===== src/rtl/bp_be_issue_queue_pkg.sv =====
// bp_be_issue_queue_pkg: FE queue message, BE issue packet and RV64 opcode constants shared by the issue queue
package bp_be_issue_queue_pkg;

   localparam int vaddr_width_gp               = 39;
   localparam int branch_metadata_fwd_width_gp = 36;

   typedef enum logic {
      e_fe_msg_fetch     = 1'b0,
      e_fe_msg_exception = 1'b1
   } bp_fe_queue_type_e;

   typedef enum logic [1:0] {
      e_itlb_miss          = 2'd0,
      e_instr_page_fault   = 2'd1,
      e_instr_access_fault = 2'd2,
      e_illegal_instr      = 2'd3
   } bp_fe_exception_code_e;

   // pc carries the faulting vaddr for exception messages
   typedef struct packed {
      bp_fe_queue_type_e                       msg_type;
      logic [vaddr_width_gp-1:0]               pc;
      logic [31:0]                             instr;
      logic [branch_metadata_fwd_width_gp-1:0] branch_metadata_fwd;
      bp_fe_exception_code_e                   exception_code;
   } bp_fe_queue_s;

   typedef struct packed {
      logic [vaddr_width_gp-1:0]               pc;
      logic [31:0]                             instr;
      logic [branch_metadata_fwd_width_gp-1:0] branch_metadata_fwd;
      logic                                    fe_exception_not_instr;
      bp_fe_exception_code_e                   fe_exception_code;
      logic                                    mem_v;
      logic                                    fence_v;
      logic                                    irs1_v;
      logic                                    irs2_v;
      logic                                    frs1_v;
      logic                                    frs2_v;
   } bp_be_issue_pkt_s;

   localparam int fe_queue_width_gp  = $bits(bp_fe_queue_s);
   localparam int issue_pkt_width_gp = $bits(bp_be_issue_pkt_s);

   localparam logic [6:0] rv64_load_op_gp      = 7'b0000011;
   localparam logic [6:0] rv64_misc_mem_op_gp  = 7'b0001111;
   localparam logic [6:0] rv64_op_imm_op_gp    = 7'b0010011;
   localparam logic [6:0] rv64_op_imm_32_op_gp = 7'b0011011;
   localparam logic [6:0] rv64_store_op_gp     = 7'b0100011;
   localparam logic [6:0] rv64_amo_op_gp       = 7'b0101111;
   localparam logic [6:0] rv64_op_op_gp        = 7'b0110011;
   localparam logic [6:0] rv64_op_32_op_gp     = 7'b0111011;
   localparam logic [6:0] rv64_branch_op_gp    = 7'b1100011;
   localparam logic [6:0] rv64_jalr_op_gp      = 7'b1100111;
   localparam logic [6:0] rv64_system_op_gp    = 7'b1110011;
   localparam logic [6:0] rv64_sfence_vma_f7_gp = 7'b0001001;

endpackage


===== src/rtl/bp_be_issue_predecode.sv =====
// bp_be_issue_predecode: combinational FE queue message -> BE issue packet translation
module bp_be_issue_predecode
   import bp_be_issue_queue_pkg::*;
  (input  bp_fe_queue_s     fe_queue_i,
   output bp_be_issue_pkt_s issue_pkt_o);

   logic [6:0] w_op;
   logic [2:0] w_funct3;
   logic [6:0] w_funct7;

   assign w_op     = fe_queue_i.instr[6:0];
   assign w_funct3 = fe_queue_i.instr[14:12];
   assign w_funct7 = fe_queue_i.instr[31:25];

   // Exceptions carry only pc/code; fetches copy payload and flag operand/unit usage
   always_comb begin
      issue_pkt_o    = '0;
      issue_pkt_o.pc = fe_queue_i.pc;
      if (fe_queue_i.msg_type == e_fe_msg_exception) begin
         issue_pkt_o.fe_exception_not_instr = 1'b1;
         issue_pkt_o.fe_exception_code      = fe_queue_i.exception_code;
      end else begin
         issue_pkt_o.instr               = fe_queue_i.instr;
         issue_pkt_o.branch_metadata_fwd = fe_queue_i.branch_metadata_fwd;
         issue_pkt_o.mem_v   = w_op inside {rv64_load_op_gp, rv64_store_op_gp, rv64_amo_op_gp};
         issue_pkt_o.fence_v = ((w_op == rv64_misc_mem_op_gp) & (w_funct3 inside {3'b000, 3'b001}))
                             | ((w_op == rv64_system_op_gp) & (w_funct3 == 3'b000)
                                & (w_funct7 == rv64_sfence_vma_f7_gp));
         issue_pkt_o.irs1_v  = w_op inside {rv64_jalr_op_gp, rv64_load_op_gp, rv64_op_imm_op_gp,
                                            rv64_op_imm_32_op_gp, rv64_system_op_gp, rv64_branch_op_gp,
                                            rv64_store_op_gp, rv64_op_op_gp, rv64_op_32_op_gp,
                                            rv64_amo_op_gp};
         issue_pkt_o.irs2_v  = w_op inside {rv64_branch_op_gp, rv64_store_op_gp, rv64_op_op_gp,
                                            rv64_op_32_op_gp, rv64_amo_op_gp};
      end
   end

endmodule


===== src/rtl/bp_be_issue_queue.sv =====
// bp_be_issue_queue: replayable issue buffer with commit tracking; BP_BE_ISSUE_QUEUE_BYPASS_EN enables empty-queue bypass
module bp_be_issue_queue
   import bp_be_issue_queue_pkg::*;
 #(parameter  int els_p        = 4,
   localparam int ptr_width_lp = $clog2(els_p))
  (input  logic                  clk_i,
   input  logic                  reset_i,
   input  bp_fe_queue_s          fe_queue_i,
   input  logic                  fe_queue_v_i,
   output logic                  fe_queue_ready_o,
   output bp_be_issue_pkt_s      issue_pkt_o,
   output logic                  issue_pkt_v_o,
   input  logic                  issue_pkt_yumi_i,
   input  logic                  cmt_v_i,
   input  logic                  roll_i,
   input  logic                  clr_i,
   output logic                  empty_o,
   output logic                  full_o,
   output logic [ptr_width_lp:0] count_o);

   logic [ptr_width_lp:0] r_wptr, r_rptr, r_cptr;
   logic [ptr_width_lp:0] w_wptr_n, w_rptr_n, w_cptr_n;
   bp_be_issue_pkt_s      r_mem [els_p];
   bp_be_issue_pkt_s      w_pd;
   logic                  w_enq, w_byp, w_rw_eq;

   bp_be_issue_predecode u_predecode (.fe_queue_i(fe_queue_i), .issue_pkt_o(w_pd));

   assign count_o          = r_wptr - r_cptr;
   assign empty_o          = r_wptr == r_cptr;
   assign full_o           = count_o == (ptr_width_lp+1)'(els_p);
   assign fe_queue_ready_o = ~reset_i & ~full_o & ~clr_i & ~roll_i;
   assign w_enq            = fe_queue_v_i & fe_queue_ready_o;
   assign w_rw_eq          = r_rptr == r_wptr;

`ifdef BP_BE_ISSUE_QUEUE_BYPASS_EN
   // An accepted packet into a queue with nothing pending is presented the same cycle
   assign w_byp = w_rw_eq & w_enq;
`else
   assign w_byp = 1'b0;
`endif

   assign issue_pkt_v_o = ~w_rw_eq | w_byp;
   assign issue_pkt_o   = w_byp ? w_pd : r_mem[r_rptr[ptr_width_lp-1:0]];

   // clr wins; roll commits first then rewinds rptr onto the new cptr
   assign w_cptr_n = clr_i ? '0 : r_cptr + (ptr_width_lp+1)'(cmt_v_i);
   assign w_wptr_n = clr_i ? '0 : r_wptr + (ptr_width_lp+1)'(w_enq);
   assign w_rptr_n = clr_i ? '0 : roll_i ? w_cptr_n : r_rptr + (ptr_width_lp+1)'(issue_pkt_yumi_i);

   // Pointer state, asynchronously cleared
   always_ff @(posedge clk_i or posedge reset_i) begin
      if (reset_i) begin
         r_wptr <= '0;
         r_rptr <= '0;
         r_cptr <= '0;
      end else begin
         r_wptr <= w_wptr_n;
         r_rptr <= w_rptr_n;
         r_cptr <= w_cptr_n;
      end
   end

   // Predecoded packet storage, written at wptr on accept
   always_ff @(posedge clk_i) begin
      if (w_enq) r_mem[r_wptr[ptr_width_lp-1:0]] <= w_pd;
   end

endmodule


===== config.mk =====
export PLATFORM = sky130hd
export DESIGN_NAME = bp_be_issue_queue
export DESIGN_NICKNAME = d
export VERILOG_FILES = /design/src/rtl/bp_be_issue_queue_pkg.sv /design/src/rtl/bp_be_issue_predecode.sv /design/src/rtl/bp_be_issue_queue.sv
export SDC_FILE = /design/constraint.sdc
export NUM_CORES = 1
export LEC_CHECK = 0
export CAP_MARGIN = 15
export CORE_ASPECT_RATIO = 0.7
export CORE_MARGIN = 3
export CORE_UTILIZATION = 49
export DETAILED_ROUTE_END_ITERATION = 6
export PLACE_DENSITY = 0.73
export SLEW_MARGIN = 10
export SYNTH_ARGS = -nofsm -noshare
export SYNTH_HDL_FRONTEND = slang
export SYNTH_SLANG_ARGS = --single-unit

===== constraint.sdc =====
create_clock -name clk_i -period 9.8 [get_ports clk_i]
set_input_delay 1.96 -clock clk_i [delete_from_list [all_inputs] [get_ports clk_i]]
set_output_delay 1.96 -clock clk_i [all_outputs]
set_load 0.05 [all_outputs]

# After elaboration in Yosys (flattened, before gate mapping)
# Memories as Yosys holds them, arrays and structs flattened.
# Index checks and enable logic that the tools add are counted.
[classes]
addsub = 4
eq_ne = 16
muxes = 9
bitwise_logic = 13
n_reduce_logical = 5
[op_table]
columns = ["op", "count"]
rows = [
  ["$mux W68", 1],
  ["$eq A7 B6 Y1 const B", 4],
  ["$eq A7 B7 Y1 const B", 3],
  ["$mux W3", 5],
  ["$eq A7 B4 Y1 const B", 2],
  ["$eq A7 B5 Y1 const B", 2],
  ["$reduce_bool A10 Y1", 1],
  ["$add A3 B1 Y3", 3],
  ["$and A1 B1 Y1", 7],
  ["$eq A7 B2 Y1 const B", 1],
  ["$eq A3 B3 Y1", 2],
  ["$not A1 Y1", 5],
  ["$reduce_bool A5 Y1", 1],
  ["$mux W4", 1],
  ["$eq A3 B1 Y1 const B", 1],
  ["$eq A3 B3 Y1 const B", 1],
  ["$logic_not A3 Y1", 1],
  ["$reduce_bool A3 Y1", 1],
  ["$sub A3 B3 Y3", 1],
  ["$mux W1", 2],
  ["$reduce_bool A2 Y1", 1],
  ["$or A1 B1 Y1", 1],
]
[totals]
regBits = 9
ram_bits = 456
in_bits = 117
output_inout_bits = 123
mem_count = 1
[mem_list]
columns = ["memory", "words", "width", "read_ports", "rd_ports_with_merged_regs", "wr", "line", "text"]
rows = [
  ["r_mem", 4, 114, 1, 0, 1, "bp_be_issue_queue.sv:23", "bp_be_issue_pkt_s r_mem [els_p];"],
]

# Logic depth before layout (Yosys ltp)
[logic_depth]
word_depth = 9
ltp_mapped = 11

# Modules after synthesis
# A second synthesis with hierarchy kept.
[unflattened]
cells_unflattened = 816
area_unflattened_um2 = 18316.3
[modules_own_cells]
columns = ["mod", "n_inst", "cells_per_inst", "area_each_um2"]
rows = [
  ["bp_be_issue_queue", 1, 666, 17326.6],
  ["bp_be_issue_predecode", 1, 150, 989.7],
]

# Worst setup path after synthesis
# OpenSTA, ideal clock, no wires.
[synth_path]
path_type = "input -> register"
start = "input port clr_i"
end = "memory r_mem[1][0] (netlist name) (enable)"
setup_ns = 0.728
t_arrival_ns = 10.331
path_slack_ns = -1.258
path_stages = 4
path_buffers = 1
cell_sequence = "clkbuf_1 nor3_1 nand3b_4 nor3_1"
[synth_via]
elab_chain_len = 6
[synth_lines]
columns = ["element", "line", "text"]
rows = [
  ["start, declared", "bp_be_issue_queue.sv:16", "input logic clr_i,"],
  ["$not A1 Y1", "bp_be_issue_queue.sv:32", "assign fe_queue_ready_o = ~reset_i & ~full_o & ~clr_i & ~roll_i;"],
  ["$and A1 B1 Y1 (2 in a row)", "bp_be_issue_queue.sv:32", ""],
  ["$and A1 B1 Y1", "bp_be_issue_queue.sv:33", "assign w_enq = fe_queue_v_i & fe_queue_ready_o;"],
  ["$mux W1", "bp_be_issue_queue.sv:66", "if (w_enq) r_mem[r_wptr[ptr_width_lp-1:0]] <= w_pd;"],
  ["$mux W1 (implied by the code)", "bp_be_issue_queue.sv:66", ""],
  ["end, declared", "bp_be_issue_queue.sv:23", ""],
]
# Every way passes these cells.

# Final worst setup path
[layout_path]
start = "input port clr_i"
end = "output port fe_queue_ready_o"
[layout_via]
elab_chain_len = 3
[layout_lines]
columns = ["element", "line", "text"]
rows = [
  ["$not A1 Y1", "bp_be_issue_queue.sv:32", ""],
  ["$and A1 B1 Y1 (2 in a row)", "bp_be_issue_queue.sv:32", ""],
  ["end, declared", "bp_be_issue_queue.sv:10", "output logic fe_queue_ready_o,"],
]
# Every way passes these cells.

==> results.yml <==
finish:
  finish.utilization_pct: 62.3
  drive_above_1_share_pct: 18.5
  num-nets-final: 1140
  syn2layout_area_growth_pct: 24.1
  n_antenna_cell: 0
  final_cells: 1518
floorplan:
  floorplan.die_area_um2: 38300
  core_area_um2: 35100
  floorplan.io_pins: 240
  die_w_um: 233
  die_h_um: 165
  start_util_pct: 50.2
  row_count: 57
sta:
  timing_worst_slew_pin_value_ns: 1.00
  grt_setup_unrepaired: "false"
  fmax_mhz: 167
  holdWs_ns: 0.650
  timing.final.max_slew_violations: 0
  post-route-period-util_pct: 61.2
  skew_ns: 0.0201
  finalHoldViolCount: 0
  final.setup.tns_ns: 0
  headroom_to_the_max_slew_limit_pct: 33.4
  final.setup.worst_slack_ns: 3.81
  min_period_ns: 5.99
  setup_viol: 0
synth:
  yosys_register_bits: 465
  ys_async_sr_fraction_pct: 1.94
  yosys_warnings: 0
  synthCells: 755
  synth_enable_flop_cells: 456
  syn_area_per_cell_um2: 23.4
  netlist_area_um2: 17600
  netlist-cell-type-count: 37
  seq_area_frac_synth_pct: 78.9
  ys_dominant_reg_cell: "sky130_fd_sc_hd__edfxtp_1"
cts:
  clock_tree.buffer_depth: 3
  clock_tree.root_cell: "sky130_fd_sc_hd__clkbuf_16"
  clk-insertion-delay-late_ns: 0.53
  tritoncts_num_sinks: 465
  clk_pin_slew_worst_paths_ns: 0.06
  cts_resized: 0
  hold_buffers: 0
  clock_tree_from_tritoncts: "built"
  numCtsBuffers: 43
  cts.htree.levels: 2
  cts_setup_buffers: 0
global_route:
  grt_first_pass_wirelength_um: 51900
  globalRoute.totalOverflow: 0
  first_global_vias: 8790
  grt_antenna_before_repair: 6
  track_usage_pct: 17.9
  grt_max_degree: 74
critical_path:
  path_cells: "clkdlybuf4s50_1 -> nor3_1 -> nor2b_1 -> clkdlybuf4s50_1"
  timing.critical_path.from_type: "input pin"
  timing.setup.critical_path_class: "in2out"
  required_ns: 7.84
  crit_path_max_incr_delay_ns: 0.82
  worst_path_most_repeated_cell: "sky130_fd_sc_hd__clkdlybuf4s50_1"
  cp_slowest_cell: "sky130_fd_sc_hd__clkdlybuf4s50_1"
  endpoint_kind: "primary output"
  critical_path.reg2reg.startpoint: "r_wptr[0]"
  critPathArrivalTime_ns: 4.03
  worst_setup_path_startpoint: "clr_i"
  critPathMaxFanout: 10
pwr:
  p_seq_share_pct: 50.2
  peak_supply_drop_uv: 174
  static-leakage-power_nw: 6.97
  internal_power_mw: 3.38
  power_switching_mw: 1.05
  clock_power_share_pct: 35.9
  power.switching_fraction_pct: 23.8
  power_density_nw_per_um2: 203
  comb_power_share_pct: 13.9
placed_design:
  gp_congestion: 0.753
  post-place-cells: 1440
  dp_hpwl_um: 20100
  preCtsSetupSlack_ns: 3.81
  place.port_buffers: 237
worst_hold_path:
  timing.hold.worst.class: "reg2reg"
  min-delay-start: "r_cptr[2]"
route:
  drt-total-wl_um: 33800
  routed_wire_length_per_instance_um: 22.3
  drt_first_pass_iters: 4
  routed_via_density: 5.45
  first_iter_violations: 537
  dr_total_vias: 8266
  drc_errors: 0
  postRouteAntennaNets: 0
outcome:
  outcome: "completed"
job:
  cap_violations: 0
-- Yosys cell counts (6+ instances only) --
library cell | number | area share, %
sky130_fd_sc_hd__edfxtp_1 | 456 | 78
sky130_fd_sc_hd__dfrtp_1 | 9 | 1.3
sky130_fd_sc_hd__buf_4 | 7 | 0.30
sky130_fd_sc_hd__ha_1 | 8 | 0.57
sky130_fd_sc_hd__nor2_1 | 6 | 0.13
sky130_fd_sc_hd__mux4_2 | 114 | 15
sky130_fd_sc_hd__inv_1 | 8 | 0.17
sky130_fd_sc_hd__nor2b_1 | 73 | 2.6
sky130_fd_sc_hd__xnor2_1 | 6 | 0.30
sky130_fd_sc_hd__buf_2 | 14 | 0.40
sky130_fd_sc_hd__nor3_1 | 7 | 0.20
sky130_fd_sc_hd__clkbuf_1 | 15 | 0.32
-- cell type report --
class                           count  area [µm²]
Sequential cell                   465       13900
Fill cell                        2487       13200
Multi-Input combinational cell    246        3510
Timing Repair Buffer              250        2460
Clock buffer                       62        1200
Tap cell                          472         591
Clock inverter                     15         144
Inverter                            8        30.0
-- cell usage in the layout (no fill, tap or decap), drive strengths merged, types with 2 or more instances in the layout --
cell and n:
mux4 114, edfxtp 456, dfrtp 9, nand3 2, nor3 7, buf 14
clkdlybuf4s50 236, mux2i 2, inv 8, clkbuf 62, a211oi 2, clkinv 12
a21oi 2, nor2 6, nand2 2, nor2b 73, conb 2, bufinv 3
ha 8, xnor2 6, and2 2, and3 3
-- cell families (layout without fill, tap and decap cells) --
| logic type | count (synthesis) | in the layout | synth area share [%] |
|---|---|---|---|
| AOI/OAI and AO/OA | 8 | 8 | 0.312 |
| xor gates and xnor gates | 8 | 8 | 0.483 |
| other | 1 | 2 | 0.0213 |
| DFF | 465 | 465 | 78.9 |
| buffers and inverters | 45 | 335 | 1.25 |
| adders and majority gates | 9 | 9 | 0.681 |
| and+or+nand+nor | 103 | 103 | 3.63 |
| muxes | 116 | 116 | 14.7 |
-- sequential cells by signal (all words and copies together) (netlist names) --
name / cells
r_cptr: 3
r_mem: 456
r_rptr: 3
r_wptr: 3
-- path summary, 6_finish.rpt --
check	end	slack, ns	cells past startpoint
setup reg to reg	r_mem[3][28]	5.84	9
hold / removal	r_cptr[2]	0.65	2
max in group asynchronous	r_rptr[1]	7.74	2
setup / recovery	fe_queue_ready_o	3.81	4
hold reg to reg	r_cptr[2]	0.65	2
min in group asynchronous	r_wptr[2]	1.76	2
-- per-stage QoR --
stage | cell area, µm² | power [mW]
3_3_place_gp | 20500 | 2.89
3_5_place_dp | 20500 | 2.89
4_1_cts | 21900 | 4.48
6_report | 21900 | 4.43
5_1_grt | 21900 | 4.59
2_1_floorplan | 17600 | 2.67
-- power by group through the flow --
| stage | logic [mW] | clock network, mW | registers, mW |
|---|---|---|---|
| after floorplan | 0.426 | 0 | 2.25 |
| after global placement | 0.620 | 0 | 2.27 |
| after detailed placement | 0.623 | 0 | 2.27 |
| after CTS | 0.625 | 1.63 | 2.22 |
| after global routing | 0.647 | 1.72 | 2.23 |
| final | 0.617 | 1.59 | 2.22 |
-- layer usage --
layer | vias up | global-route usage, % | routed length [µm]
li1 | 3647 | - | -
met5 | - | 0 | 70
met4 | 12 | 4.03 | 541
met2 | 250 | 28.2 | 15900
met1 | 4302 | 25.3 | 14500
met3 | 55 | 5.26 | 2740
-- worst max-delay path: cells and delay by family --
family / cells / cell delay (ns)
buffers and inverters: 2 / 1.41
and+or+nand+nor: 2 / 0.65
Note: power is estimated with default switching activity, not from simulation.
